`config.mk`:
```
export PLATFORM = sky130hd
export DESIGN_NAME = adc_sample_decimator
export DESIGN_NICKNAME = d
export VERILOG_FILES = /design/src/rtl/adc_sample_decimator.sv
export SDC_FILE = /design/constraint.sdc
export NUM_CORES = 1
export LEC_CHECK = 0
export CELL_PAD_IN_SITES_DETAIL_PLACEMENT = 0
export CELL_PAD_IN_SITES_GLOBAL_PLACEMENT = 2
export CORE_MARGIN = 2
export CORE_UTILIZATION = 30
export CTS_CLUSTER_DIAMETER = 60
export DETAILED_ROUTE_END_ITERATION = 8
export DONT_BUFFER_PORTS = 1
export GPL_TIMING_DRIVEN = 0
export PLACE_DENSITY_LB_ADDON = 0.05
export SLEW_MARGIN = 20
export SYNTH_ARGS = -nofsm -noshare
export SYNTH_HDL_FRONTEND = slang
export SYNTH_SLANG_ARGS = --single-unit
```
`constraint.sdc`:
```
create_clock -name hclk -period 3.4 [get_ports hclk]
set_input_delay 1.02 -clock hclk [delete_from_list [all_inputs] [get_ports hclk]]
set_output_delay 1.02 -clock hclk [all_outputs]
set_load 0.005 [all_outputs]
```
`src/rtl/adc_sample_decimator.sv`:
```
// Offset-binary ADC to two's complement boxcar decimator (window 2^N) feeding a 2-entry AXI-Stream FIFO.
// Optional macro ADC_DEC_ROUND_EN: round half up before the shift (default: truncate toward -inf).
`timescale 1ns/1ps
module adc_sample_decimator #(
  parameter int DW_IN     = 12,
  parameter int DW        = 16,
  parameter int FRAME_LEN = 1024
) (
  input  logic             hclk,
  input  logic             hresetn,
  input  logic             ce,
  input  logic [DW_IN-1:0] adc_data_i,
  input  logic             adc_valid_i,
  input  logic [2:0]       dec_log2_i,
  input  logic             ovf_clr_i,
  output logic [DW-1:0]    tdata_m,
  output logic             tvalid_m,
  input  logic             tready_m,
  output logic             tlast_m,
  output logic             tuser_m,
  output logic [15:0]      ovf_cnt_o,
  output logic             ovf_o
);

`ifdef ADC_DEC_ROUND_EN
  localparam int ACC_W = DW_IN + 8;
`else
  localparam int ACC_W = DW_IN + 7;
`endif
  localparam int FW = (FRAME_LEN > 1) ? $clog2(FRAME_LEN) : 1;

  logic signed [ACC_W-1:0] r_acc;
  logic signed [ACC_W-1:0] w_sample_ext;
  logic signed [ACC_W-1:0] w_sum;
  logic signed [ACC_W-1:0] w_shift;
`ifdef ADC_DEC_ROUND_EN
  logic signed [ACC_W-1:0] w_rnd;
`endif
  logic [6:0]    r_cnt;
  logic [6:0]    w_win_m;
  logic [2:0]    r_n;
  logic [2:0]    w_n;
  logic          w_last;
  logic          w_push;
  logic          w_pop;
  logic          w_full;
  logic          w_drop;
  logic          w_tag_last;
  logic          w_unused_hi;
  logic [DW-1:0] w_res;
  logic [FW-1:0] r_frame;
  logic          r_tuser_pend;

  logic          r_out_vld, r_out_last, r_out_user;
  logic [DW-1:0] r_out_data;
  logic          r_buf_vld, r_buf_last, r_buf_user;
  logic [DW-1:0] r_buf_data;
  logic [15:0]   r_ovf_cnt;
  logic          r_ovf;

  // NOTE: every always_comb output gets a default first so no path leaves it unassigned (no latch).
  always_comb begin
    w_sample_ext = {{(ACC_W-DW_IN+1){~adc_data_i[DW_IN-1]}}, adc_data_i[DW_IN-2:0]};
    // A new window picks up dec_log2_i directly; mid-window the latched copy rules.
    w_n        = (r_cnt == 7'd0) ? dec_log2_i : r_n;
    w_win_m    = ~(7'h7F << w_n);
    w_last     = (r_cnt == w_win_m);
    w_sum      = r_acc + w_sample_ext;
`ifdef ADC_DEC_ROUND_EN
    w_rnd = '0;
    if (w_n != 3'd0) w_rnd[w_n - 3'd1] = 1'b1;
    w_shift = (w_sum + w_rnd) >>> w_n;
`else
    w_shift = w_sum >>> w_n;
`endif
    w_unused_hi = ^w_shift[ACC_W-1:DW_IN];
    w_res = '0;
    w_res[DW-1 -: DW_IN] = w_shift[DW_IN-1:0];
    w_push     = ce & adc_valid_i & w_last;
    w_pop      = r_out_vld & tready_m;
    w_full     = r_out_vld & r_buf_vld;
    w_drop     = w_push & w_full & ~w_pop;
    w_tag_last = (r_frame == FW'(FRAME_LEN - 1));
  end

  // NOTE: sequential state uses non-blocking assignments so every register samples pre-edge values.
  always_ff @(posedge hclk or negedge hresetn) begin
    if (!hresetn) begin
      r_acc        <= '0;
      r_cnt        <= '0;
      r_n          <= '0;
      r_frame      <= '0;
      r_tuser_pend <= 1'b1;
    end else begin
      if (r_cnt == 7'd0) r_n <= dec_log2_i;
      if (!ce) begin
        r_acc        <= '0;
        r_cnt        <= '0;
        r_frame      <= '0;
        r_tuser_pend <= 1'b1;
      end else if (adc_valid_i) begin
        if (w_last) begin
          r_acc        <= '0;
          r_cnt        <= '0;
          r_tuser_pend <= 1'b0;
          r_frame      <= w_tag_last ? '0 : r_frame + 1'b1;
        end else begin
          r_acc <= w_sum;
          r_cnt <= r_cnt + 7'd1;
        end
      end
    end
  end

  // NOTE: the two FIFO slots are reset too; outputs must read 0 out of reset, and they are only flops.
  always_ff @(posedge hclk or negedge hresetn) begin
    if (!hresetn) begin
      r_out_vld  <= 1'b0;
      r_out_data <= '0;
      r_out_last <= 1'b0;
      r_out_user <= 1'b0;
      r_buf_vld  <= 1'b0;
      r_buf_data <= '0;
      r_buf_last <= 1'b0;
      r_buf_user <= 1'b0;
    end else if (w_pop) begin
      if (r_buf_vld) begin
        r_out_data <= r_buf_data;
        r_out_last <= r_buf_last;
        r_out_user <= r_buf_user;
        if (w_push) begin
          r_buf_data <= w_res;
          r_buf_last <= w_tag_last;
          r_buf_user <= r_tuser_pend;
        end else begin
          r_buf_vld <= 1'b0;
        end
      end else if (w_push) begin
        r_out_data <= w_res;
        r_out_last <= w_tag_last;
        r_out_user <= r_tuser_pend;
      end else begin
        r_out_vld <= 1'b0;
      end
    end else if (w_push) begin
      if (!r_out_vld) begin
        r_out_vld  <= 1'b1;
        r_out_data <= w_res;
        r_out_last <= w_tag_last;
        r_out_user <= r_tuser_pend;
      end else if (!r_buf_vld) begin
        r_buf_vld  <= 1'b1;
        r_buf_data <= w_res;
        r_buf_last <= w_tag_last;
        r_buf_user <= r_tuser_pend;
      end
    end
  end

  always_ff @(posedge hclk or negedge hresetn) begin
    if (!hresetn) begin
      r_ovf_cnt <= '0;
      r_ovf     <= 1'b0;
    end else if (ovf_clr_i) begin
      r_ovf_cnt <= {15'd0, w_drop};
      r_ovf     <= w_drop;
    end else if (w_drop) begin
      if (r_ovf_cnt != 16'hFFFF) r_ovf_cnt <= r_ovf_cnt + 16'd1;
      r_ovf <= 1'b1;
    end
  end

  assign tdata_m   = r_out_data;
  assign tvalid_m  = r_out_vld;
  assign tlast_m   = r_out_last;
  assign tuser_m   = r_out_user;
  assign ovf_cnt_o = r_ovf_cnt;
  assign ovf_o     = r_ovf;

endmodule

```
* After elaboration in Yosys (flattened, before gate mapping) *
Index checks and enable logic that the tools add are counted.

word-level totals
  register bits after elaboration = 95
  bits of input ports = 21
  logic and storage cells = 111

operators by class
  add/subtract/negate cells = 4
  equal/unequal tests = 11
  shift operators = 2
  multiplexer cells = 58
  bitwise gates (word level) = 9
  reduce and logical (&&, ||, !) cells = 12

operators with widths
  cell                   number
  $mux 16                13
  $mux 19                3
  $mux 10                4
  $mux 1                 34
  $mux 7                 3
  $add 19x12->19         1
  $sshr 19x3->12         1
  $add 16x1->16 const B  1
  $ne 16x16->1 const B   1
  $add 10x1->10 const B  1
  $eq 10x10->1 const B   1
  $ne 2x2->1 const B     5
  $reduce_bool 2->1      5
  $add 7x1->7 const B    1
  $eq 7x7->1             1
  $logic_not 7->1        1
  $not 7->7              1
  $shl 7x3->7 const A    1
  $and 1x1->1            6
  $ne 2x1->1 const B     3
  $reduce_and 2->1       3
  $reduce_and 3->1       2
  $reduce_and 5->1       1
  $mux 3                 1
  $not 1->1              2

* Longest topological paths before layout *
Gate-level depths: netlist of the first run.

  depth in word-level cells = 10
  gate-level depth with buffers = 14
  mapped depth without buffers = 12

* Worst setup path after synthesis of the first run *
No wires, ideal clock.

  kind = input -> register
  start = input port adc_data_i[0]
  end = register r_out_data[5], in the netlist tdata_m[5]
  library setup time = 0.118 ns
  arrival = 3.523 ns
  data required time = 3.282 ns
  slack = -0.241 ns
  stages on the path = 12
  buffers on the path = 0
  cell sequence = ha_1 > inv_1 > fa_1 > nor2b_1 > o2111ai_1 > and4_1 > a211o_1 > mux4_2 > and2_1 > a31oi_1 > a211oi_1 > a21o_1

between the ends
  cells in the longest elaborated chain, start to end = 5
  elaborated cells between the ends (all ways) = 7

RTL lines
  what                        line      RTL
  from (decl)                 12        input logic [DW_IN-1:0] adc_data_i,
  $add 19x12->19 (*)          68        w_sum = r_acc + w_sample_ext;
  $sshr 19x3->12 (*)          74        w_shift = w_sum >>> w_n;
  $mux 16 (on tied branches)  146, 138
  $mux 16 (on tied branches)  145, 127
  $mux 16 (*)                 126       end else if (w_pop) begin
  to (signal assigned)        128       r_out_data <= r_buf_data;
  to (signal assigned)        139       r_out_data <= w_res;
  to (signal assigned)        148       r_out_data <= w_res;
  to (decl)                   55        logic [DW-1:0] r_out_data;

Every way passes the cells marked *; elsewhere a longest branch is shown, timed or not. The select of a mux whose other input is x is not followed.
A chain may end at the register's enable or synchronous reset.

* Final worst setup path of the first run *
  start = register r_cnt[0]
  end = register r_buf_data[13]

between the ends
  cells in the longest elaborated chain, start to end = 8
  elaborated cells between the ends (all ways) = 16

RTL lines
  what                                                                     line  RTL
  from (decl)                                                              39    logic [6:0] r_cnt;
  from (signal assigned)                                                   109   r_cnt <= r_cnt + 7'd1;
  $logic_not 7->1                                                          65    w_n = (r_cnt == 7'd0) ? dec_log2_i : r_n;
  $mux 3                                                                   -
  $shl 7x3->7                                                              66    w_win_m = ~(7'h7F << w_n);
  $not 7->7                                                                66
  $eq 7x7->1                                                               67    w_last = (r_cnt == w_win_m);
  $and 1x1->1                                                              79    w_push = ce & adc_valid_i & w_last;
  $ne 2x2->1 (no source line) / $reduce_bool 2->1 (equally long branches)  -
  $reduce_and 5->1 (no source line)                                        -
  to (signal assigned)                                                     132   r_buf_data <= w_res;
  to (signal assigned)                                                     153   r_buf_data <= w_res;
  to (decl)                                                                57    logic [DW-1:0] r_buf_data;

Parallel ways exist; a longest one is shown, timed or not. The select of a mux whose other input is x is not followed.

==> flow_metrics.py, run 1 <==
metrics = {
    "yosys": {
        "synthArstFlopShare": 1.00,
        "synthCells": 700,
        "syn_area_um2": 6080,
        "synth_area_per_cell_um2": 8.69,
        "ys_warn_count": 0,
        "yosysUniqueCellTypes": 79,
        "synth_top_flop_cell": "dfrtp_1",
        "synth-edff-count": 0,
        "ys_ff_latch": 87,
        "ys_seq_area_frac": 0.358,
    },
    "pwr": {
        "p_per_area_nw_per_um2": 543,
        "clockPowerShare": 0.256,
        "p_int_w": 0.00259,
        "p_switching_w": 0.00160,
        "ir_worst_vdd_mv": 0.265,
        "combPwrFrac": 0.418,
        "power_frac_seq": 0.326,
        "swShare": 0.381,
        "p_leak_nw": 3.29,
    },
    "setup_path": {
        "worst-path-stages": 13,
        "rrSetupSlack_ns": 0.01,
        "crit_required_ns": 3.64,
        "critPathKind": "reg -> reg",
        "ff2ff_path_depth": 13,
        "cp_top_family": "simple AND/OR/NAND/NOR gates",
        "path_common_cell": "buf_12",
        "r2r-start": "r_cnt[0]",
        "slowest_delay_ns": 0.58,
        "cp-end-kind": "register",
        "worstPathCellList": "inv_2, ha_4, or4b_4, or4_4, nand2_8, o211ai_4, a2bb2oi_4, buf_12, nand4_4, buf_12, a211oi_4, buf_6, mux2_4",
        "crit_arrival_ns": 3.63,
        "critPathMaxFanout": 7,
        "crit_slowest_cell": "or4_4",
        "timing.rr.end": "r_buf_data[13]",
        "worst-path-buf-inv": 4,
        "cp-start-kind": "register",
    },
    "grt": {
        "grt_max_degree": 88,
        "grt_pass1_vias": 5266,
        "track_usage": 0.187,
        "antenna_found_initial": 0,
        "grt_pass1_wl_um": 31300,
        "grt_overflow": 0,
    },
    "sta": {
        "finalHoldViolations": 0,
        "fin_crit_ns": 3.39,
        "rsz0062_at_grt": "true",
        "worstMarginPinSlew_ns": 0.810,
        "min_period_over_period": 0.997,
        "slew_headroom": 0.458,
        "max_freq_mhz": 295,
        "setup_ws_ns": 0.00965,
        "clock_skew_ns": 0.0101,
        "setup_viol": 0,
        "drv_slew": 0,
    },
    "cts": {
        "clockBufferDepth": 2,
        "cts_made_buffers": 9,
        "clkSinkCount": 87,
        "clk_latency_ns": 0.35,
        "cts_tree": "built",
        "cts-root-buf": "clkbuf_16",
        "h-tree-depth": 3,
        "cts.clk_slew.worst_paths_ns": 0.07,
    },
    "worst_hold_path": {
        "hp-class": "in -> async",
    },
    "placement": {
        "hpwl_um": 14400,
        "place.gp.congestion": 0.826,
        "numPortBuffers": 0,
        "pre_cts_slack_ns": -0.908,
        "placed_cells": 973,
    },
    "cells_and_area": {
        "antennaDiodeCount": 0,
        "multi_input_area_um2": 4180,
        "drive_gt1_frac": 0.240,
        "final_common_cell": "nand2_1",
        "num-fill-cells": 2099,
        "fin_cells": 1032,
        "final_cell_mix": "nand2_1 (86), dfrtp_1 (85), nor2_1 (64)",
        "regArea_um2": 2180,
        "area_delta_synth_final_pct": 26.9,
        "final_net_count": 802,
    },
    "floorplan": {
        "fp.coreArea_um2": 20000,
        "die_area_um2": 21400,
        "row_count": 52,
        "start_util": 0.304,
        "pin_count": 57,
        "die_h_um": 146,
        "die_x_um": 146,
    },
    "status": {
        "status": "finished clean",
    },
    "detailed_routing": {
        "totalWireLength_um": 20000,
        "vias_per_cell": 5.35,
        "drt_first_pass_iters": 6,
        "vias": 5523,
        "wire_per_inst_um": 19.4,
        "ant_nets": 0,
        "drt_iter0_markers": 339,
        "drc_errors": 0,
    },
    "job": {
        "drv_cap": 0,
    },
}
==> power by group through the flow <==
| stage | clock (W) | sequential, W | combinational, W |
|---|---|---|---|
| 3_5_place_dp | 0 | 0.00138 | 0.00137 |
| 6_report | 0.00107 | 0.00137 | 0.00175 |
| 2_1_floorplan | 0 | 0.00134 | 0.00101 |
| 5_1_grt | 0.00116 | 0.00139 | 0.00191 |
| 3_3_place_gp | 0 | 0.00138 | 0.00135 |
| 4_1_cts | 0.00112 | 0.00137 | 0.00155 |
==> worst max-delay path by stage <==
stage | start | endpoint | slack (ns)
final | r_cnt[0] | r_buf_data[13] | 0.01
after global routing | r_cnt[0] | r_buf_data[12] | -0.1
after CTS | adc_data_i[11] | tdata_m[14] | 0.0002
after detailed placement | adc_data_i[6] | tdata_m[14] | -0.91
after global placement | adc_data_i[11] | tdata_m[14] | -0.91
after floorplan | adc_data_i[0] | tdata_m[5] | -0.11
==> what timing repair did <==
action                     4_1_cts  5_1_grt
hold endpoints to repair         0        0
resized for setup               70       66
setup buffers                   18       29
pin swaps                       17       33
hold buffers                     0        0
gates cloned                     0        0
setup endpoints to repair       70       58
==> layer usage <==
| metal | track usage | up-vias | wire, um |
|---|---|---|---|
| met5 | 0 | - | 0 |
| met4 | 0.0350 | 0 | 85 |
| met3 | 0.0341 | 4 | 926 |
| met2 | 0.288 | 125 | 9170 |
| met1 | 0.277 | 2734 | 9840 |
| li1 | - | 2660 | - |
==> layout make-up <==
class / count / share of cell area
inverters: 27 / 0.0138
well taps: 270 / 0.0437
clock buffers: 10 / 0.0309
plain buffers: 32 / 0.0262
flip-flops and latches: 87 / 0.282
repair buffers: 47 / 0.0525
multi-input cells: 553 / 0.541
clock inverters: 6 / 0.00940
==> metrics by stage <==
| stage | hold slack [ns] | setup TNS (ns) | total power, W | instance area (um2) | utilization |
|---|---|---|---|---|---|
| 3_5_place_dp | 0.463 | -22.33 | 0.00275 | 6470 | 0.323 |
| 3_3_place_gp | 0.458 | -21.31 | 0.00273 | 6470 | 0.323 |
| 2_1_floorplan | 0.445 | -0.114 | 0.00235 | 6130 | - |
| 6_report | 0.356 | 0 | 0.00419 | 7720 | 0.385 |
| 5_1_grt | 0.333 | -0.613 | 0.00447 | 7720 | 0.385 |
| 4_1_cts | 0.341 | 0 | 0.00403 | 7240 | 0.361 |
==> cell usage after synthesis (all sizes together) (5+ instances only) <==
cell	instances	share of area
ha	23	0.047
xnor2	24	0.035
dfrtp	86	0.35
and3	10	0.010
o22ai	6	0.0062
and2	11	0.011
nor3	12	0.0099
a31oi	7	0.0072
nand2b	5	0.0051
nand4	9	0.012
o211ai	10	0.013
nand3b	8	0.0099
nor2	65	0.043
buf	17	0.017
mux2	6	0.011
a21boi	6	0.0074
xor2	5	0.0072
a22o	15	0.022
nand2	91	0.056
a211oi	16	0.021
nand3	21	0.017
a21o	11	0.014
inv	26	0.016
clkbuf	19	0.012
nor4	8	0.014
o21ai	50	0.042
a21oi	35	0.029
mux2i	29	0.048
==> logic make-up after synthesis <==
family / after synthesis / synth area share
xor gates and xnor gates: 29 / 0.0417
adders and majority gates: 24 / 0.0506
DFF: 87 / 0.358
and+or+nand+nor: 264 / 0.220
AOI/OAI and AO/OA: 196 / 0.220
muxes: 36 / 0.0631
buffers and inverters: 63 / 0.0459
other: 1 / 0.000616
==> sequential cells by signal (all words and copies together), names as in the netlist, 3 cells and up <==
register,flops
ovf_cnt_o,16
r_buf_data,12
r_cnt,7
tdata_m,12
r_frame,10
r_acc,19
r_n,3
(Power assumes the default switching activity.)
==> run 2, diff against run 1 <==
REMOVE_ABC_BUFFERS = 1   (was not set)
==> run 2 against run 1 <==
Final cell count shrank 2.9%. Global-route usage decreased by 0.59 points. Total power is 0.35% lower. Critical endpoint is now tdata_m[5].
==> flow_metrics.py, run 2 (synthesized netlist as in run 1, its figures left out) <==
metrics = {
    "cts": {
        "cts.clk_slew.worst_paths_ns": 0.07,
        "clkSinkCount": 87,
        "cts_hold_buf": 0,
        "cts-root-buf": "clkbuf_16",
        "clk_latency_ns": 0.35,
        "cts_made_buffers": 9,
        "cts_tree": "built",
        "clockBufferDepth": 2,
        "h-tree-depth": 3,
    },
    "sta": {
        "setup_viol": 0,
        "drv_slew": 0,
        "slew_headroom": 0.394,
        "clock_skew_ns": 0.00773,
        "setup_ws_ns": 0.0150,
        "fin_crit_ns": 3.38,
        "worstMarginPinSlew_ns": 0.907,
        "rsz0062_at_grt": "true",
        "finalHoldViolations": 0,
        "max_freq_mhz": 295,
        "fin_tns_setup_ns": 0,
        "min_period_over_period": 0.996,
    },
    "setup_path": {
        "critPathKind": "in -> reg",
        "crit_required_ns": 3.64,
        "rrSetupSlack_ns": 0.12,
        "crit_arrival_ns": 3.63,
        "critPathMaxFanout": 4,
        "cp-end-kind": "register",
        "ff2ff_path_depth": 11,
        "cp-start-kind": "input port",
    },
    "pwr": {
        "p_leak_nw": 3.15,
        "ir_worst_vdd_mv": 0.273,
        "p_per_area_nw_per_um2": 556,
    },
    "worst_hold_path": {
        "hp-class": "in -> async",
    },
    "grt": {
        "grt_max_degree": 88,
        "track_usage": 0.181,
        "grt_use_met3": 0.0497,
        "antenna_found_initial": 0,
        "grt_pass1_vias": 5250,
        "grt.busiest_layer": "met2",
        "met1_usage": 0.252,
        "grt_overflow": 0,
        "grt_pass1_wl_um": 30500,
        "use_met2": 0.284,
    },
    "floorplan": {
        "pin_count": 57,
        "start_util": 0.304,
        "row_count": 52,
        "die_x_um": 146,
        "fp.coreArea_um2": 20000,
        "die_area_um2": 21400,
        "die_h_um": 146,
    },
    "cells_and_area": {
        "design_area_um2": 7520,
        "fin_cells": 1002,
        "largest_reg_flops": 19,
        "final_net_count": 772,
        "final_common_cell": "nand2_1",
        "final_cell_mix": "nand2_1 (86), dfrtp_1 (85), nor2_1 (61)",
        "drive_gt1_frac": 0.220,
        "area_delta_synth_final_pct": 23.5,
        "antennaDiodeCount": 0,
        "largest_register": "r_acc",
    },
    "detailed_routing": {
        "drc_errors": 0,
        "vias_per_cell": 5.36,
        "wire_per_inst_um": 19.1,
        "ant_nets": 0,
        "drt_first_pass_iters": 5,
        "drt_iter0_markers": 240,
        "totalWireLength_um": 19200,
        "vias": 5374,
    },
    "status": {
        "status": "finished clean",
    },
    "placement": {
        "placed_cells": 938,
        "place.gp.congestion": 0.788,
        "dpl-instance-area_um2": 6270,
        "numPortBuffers": 0,
        "pre_cts_slack_ns": -1.69,
        "hpwl_um": 13000,
    },
    "job": {
        "drv_cap": 0,
    },
}
## run 2: final timing paths
check	startpoint	to
hold / removal	hresetn	r_acc[11]
setup / recovery	adc_data_i[0]	tdata_m[5]
max in group asynchronous	hresetn	r_tuser_pend
hold reg to reg	r_tuser_pend	r_tuser_pend
setup reg to reg	r_cnt[0]	r_buf_data[11]
min in group hclk	r_tuser_pend	r_tuser_pend
## run 2: power by group
group,total (W),leakage [nW],internal [W],switching (W)
Combinational,0.00167,1.85,0.000735,0.000933
Clock,0.00112,0.150,0.000651,0.000470
Sequential,0.00139,1.15,0.00123,0.000161
## run 2: critical path: stages
cell and delay, ns:
ha_4 0.13, inv_2 0.04, fa_2 0.41, nor2b_4 0.16
o2111ai_4 0.16, and4_1 0.25, a211o_1 0.32, mux4_2 0.50
and2_4 0.19, a31oi_4 0.17, a211oi_2 0.09, a21o_1 0.19
## run 2: repair_timing
| action | in CTS | in global routing |
|---|---|---|
| endpoints found under the hold margin | 0 | 0 |
| gates cloned | 1 | 0 |
| pin swaps | 12 | 18 |
| setup endpoints to repair | 84 | 38 |
| gates resized for setup | 64 | 49 |
| setup buffers | 33 | 14 |
## run 2: final cells by class
class / instances / area, um2
fillers: 2107 / 12500
multi-input cells: 554 / 4130
flip-flops and latches: 87 / 2180
repair buffers: 48 / 434
well taps: 270 / 338
clock buffers: 10 / 229
inverters: 27 / 118
clock inverters: 6 / 92.6
## run 2: per-stage QoR
step / hold WS [ns] / power (W) / utilization
final: 0.358 / 0.00418 / 0.375
after detailed placement: 0.461 / 0.00270 / 0.313
after global placement: 0.455 / 0.00268 / 0.312
after CTS: 0.347 / 0.00408 / 0.359
after floorplan: 0.445 / 0.00231 / -
after global routing: 0.335 / 0.00444 / 0.375
## run 2: layer usage
metal / routed length [um] / vias up
met1: 9290 / 2659
met2: 8710 / 89
met4: 240 / 0
met3: 939 / 18
met5: 0 / -
li1: - / 2608
==> run 3, diff against run 2 <==
CTS_CLUSTER_DIAMETER = 200   (was 60)
MAX_ROUTING_LAYER = met4   (was not set)
==> run 3 against run 2 <==
Clock power hardly changed. Core utilization fell by 0.094 points. Total power shrank 0.25%. Clock skew increased by 0.0020 ns. Critical path depth did not move. Cell area is 0.25% lower. Combinational power about the same. Die area stayed put.
==> flow_metrics.py, run 3 (synthesized netlist as in run 1, its figures left out) <==
metrics = {
    "placement": {
        "pre_cts_slack_ns": -1.69,
        "place.gp.congestion": 0.799,
        "numPortBuffers": 0,
        "hpwl_um": 13000,
    },
    "setup_path": {
        "cp_top_family": "compound AO/OA/AOI/OAI gates",
        "worst-path-stages": 12,
        "cp-start-kind": "input port",
        "critPathMaxFanout": 4,
        "slowest_delay_ns": 0.50,
        "worst-path-buf-inv": 1,
        "crit_arrival_ns": 3.63,
        "critPathKind": "in -> reg",
        "crit_required_ns": 3.64,
        "worstPathCellList": "ha_4, inv_2, fa_2, nor2b_4, o2111ai_4, and4_1, a211o_1, mux4_2, and2_4, a31oi_4, a211oi_2, a21o_1",
        "crit_slowest_cell": "mux4_2",
        "cp-end-kind": "register",
        "r2r-start": "r_cnt[0]",
        "ff2ff_path_depth": 11,
        "critPathLaunch": "adc_data_i[0]",
    },
    "cells_and_area": {
        "fin_util": 0.374,
        "final_net_count": 773,
        "drive_gt1_frac": 0.224,
        "num-fill-cells": 2112,
        "final_cell_mix": "nand2_1 (86), dfrtp_1 (85), nor2_1 (61)",
        "area_delta_synth_final_pct": 23.2,
        "antennaDiodeCount": 0,
        "final_common_cell": "nand2_1",
        "largest_reg_flops": 19,
        "largest_register": "r_acc",
    },
    "pwr": {
        "ir_worst_vdd_mv": 0.273,
        "p_int_w": 0.00261,
        "combPwrFrac": 0.398,
        "p_leak_nw": 3.14,
        "power_frac_seq": 0.333,
        "swShare": 0.374,
        "p_per_area_nw_per_um2": 556,
        "clockPowerShare": 0.269,
        "p_switching_w": 0.00156,
        "p_total_w": 0.00417,
    },
    "grt": {
        "track_usage": 0.187,
        "grt_pass1_wl_um": 30500,
        "antenna_found_initial": 0,
        "grt_max_degree": 88,
        "grt_overflow": 0,
        "grt_pass1_vias": 5251,
    },
    "status": {
        "status": "finished clean",
    },
    "sta": {
        "drv_slew": 0,
        "setup_ws_ns": 0.0130,
        "min_period_over_period": 0.996,
        "hold_ws_ns": 0.354,
        "finalHoldViolations": 0,
        "setup_viol": 0,
        "slew_headroom": 0.406,
        "fin_crit_ns": 3.39,
        "worstMarginPinSlew_ns": 0.889,
        "max_freq_mhz": 295,
        "rsz0062_at_grt": "true",
        "fin_tns_setup_ns": 0,
        "clock_skew_ns": 0.00971,
    },
    "floorplan": {
        "pin_count": 57,
        "die_h_um": 146,
        "start_util": 0.304,
        "row_count": 52,
        "die_x_um": 146,
        "die_area_um2": 21400,
        "fp.coreArea_um2": 20000,
    },
    "cts": {
        "cts-root-buf": "clkbuf_16",
        "cts_tree": "built",
        "h-tree-depth": 3,
        "cts.clk_slew.worst_paths_ns": 0.08,
        "cts_made_buffers": 9,
        "cts_hold_buf": 0,
        "clkSinkCount": 87,
        "clockBufferDepth": 2,
        "clk_latency_ns": 0.35,
    },
    "detailed_routing": {
        "wire_per_inst_um": 19.1,
        "totalWireLength_um": 19200,
        "vias": 5394,
        "drt_iter0_markers": 264,
        "vias_per_cell": 5.38,
        "drt_first_pass_iters": 4,
        "ant_nets": 0,
        "drc_errors": 0,
    },
    "worst_hold_path": {
        "hp-class": "in -> async",
    },
    "job": {
        "drv_cap": 0,
    },
}
==> run 3: changes by cell type in the layout (fill, tap and decap cells not counted), sizes merged <==
cell      change
clkinvlp      +1
==> run 3: worst reg2reg max path: cells and delay by family (launching register included) <==
| kind | cells | cell delay (ns) |
|---|---|---|
| mux | 1 | 0.33 |
| buf+inv | 2 | 0.24 |
| fa+ha+maj | 1 | 0.17 |
| flops | 1 | 0.41 |
| compound gates | 3 | 0.73 |
| simple gates | 4 | 1.30 |
==> run 3: layout make-up <==
class,count,area [um2],share of cell area
sequential,87,2180,0.291
tap,270,338,0.0451
timing repair buffer,48,418,0.0557
multi-input combinational,554,4120,0.549
inverter,27,118,0.0157
clock buffer,10,229,0.0305
timing repair inverter,1,5.00,0.000667
clock inverter,6,92.6,0.0123
==> run 3: worst paths after layout <==
path,slack (ns),to
setup reg to reg,0.12,r_buf_data[11]
hold reg to reg,0.47,r_tuser_pend
setup / recovery,0.01,tdata_m[5]
max in group asynchronous,2.81,r_tuser_pend
hold / removal,0.35,r_acc[13]
min in group hclk,0.47,r_tuser_pend
==> run 3: power by group through the flow <==
| stage | registers (W) | logic [W] | clock network [W] |
|---|---|---|---|
| 6_report | 0.00139 | 0.00166 | 0.00112 |
| 5_1_grt | 0.00141 | 0.00182 | 0.00120 |
| 4_1_cts | 0.00138 | 0.00154 | 0.00115 |
| 3_5_place_dp | 0.00140 | 0.00130 | 0 |
| 3_3_place_gp | 0.00140 | 0.00128 | 0 |
| 2_1_floorplan | 0.00135 | 0.000966 | 0 |
==> run 3: stage by stage <==
stage                     instance area, um2  std cells
after floorplan                         5920        667
after global placement                  6260        937
after detailed placement                6270        938
after CTS                               7190        988
after global routing                    7500       1003
final                                   7500       1003
==> run 3: metal layers <==
layer  global-route usage  up-vias  share of wire
li1                     -     2607              -
met1                0.252     2667           0.48
met2                0.285      102           0.46
met3               0.0522       18          0.052
met4               0.0340        0          0.014
met5                    -        -              0
==> run 3: timing repair <==
item / in CTS / in global routing
gates resized for setup: 64 / 49
gates cloned: 1 / 1
pin swaps: 12 / 19
setup buffers: 33 / 14
endpoints found under the setup margin: 84 / 38
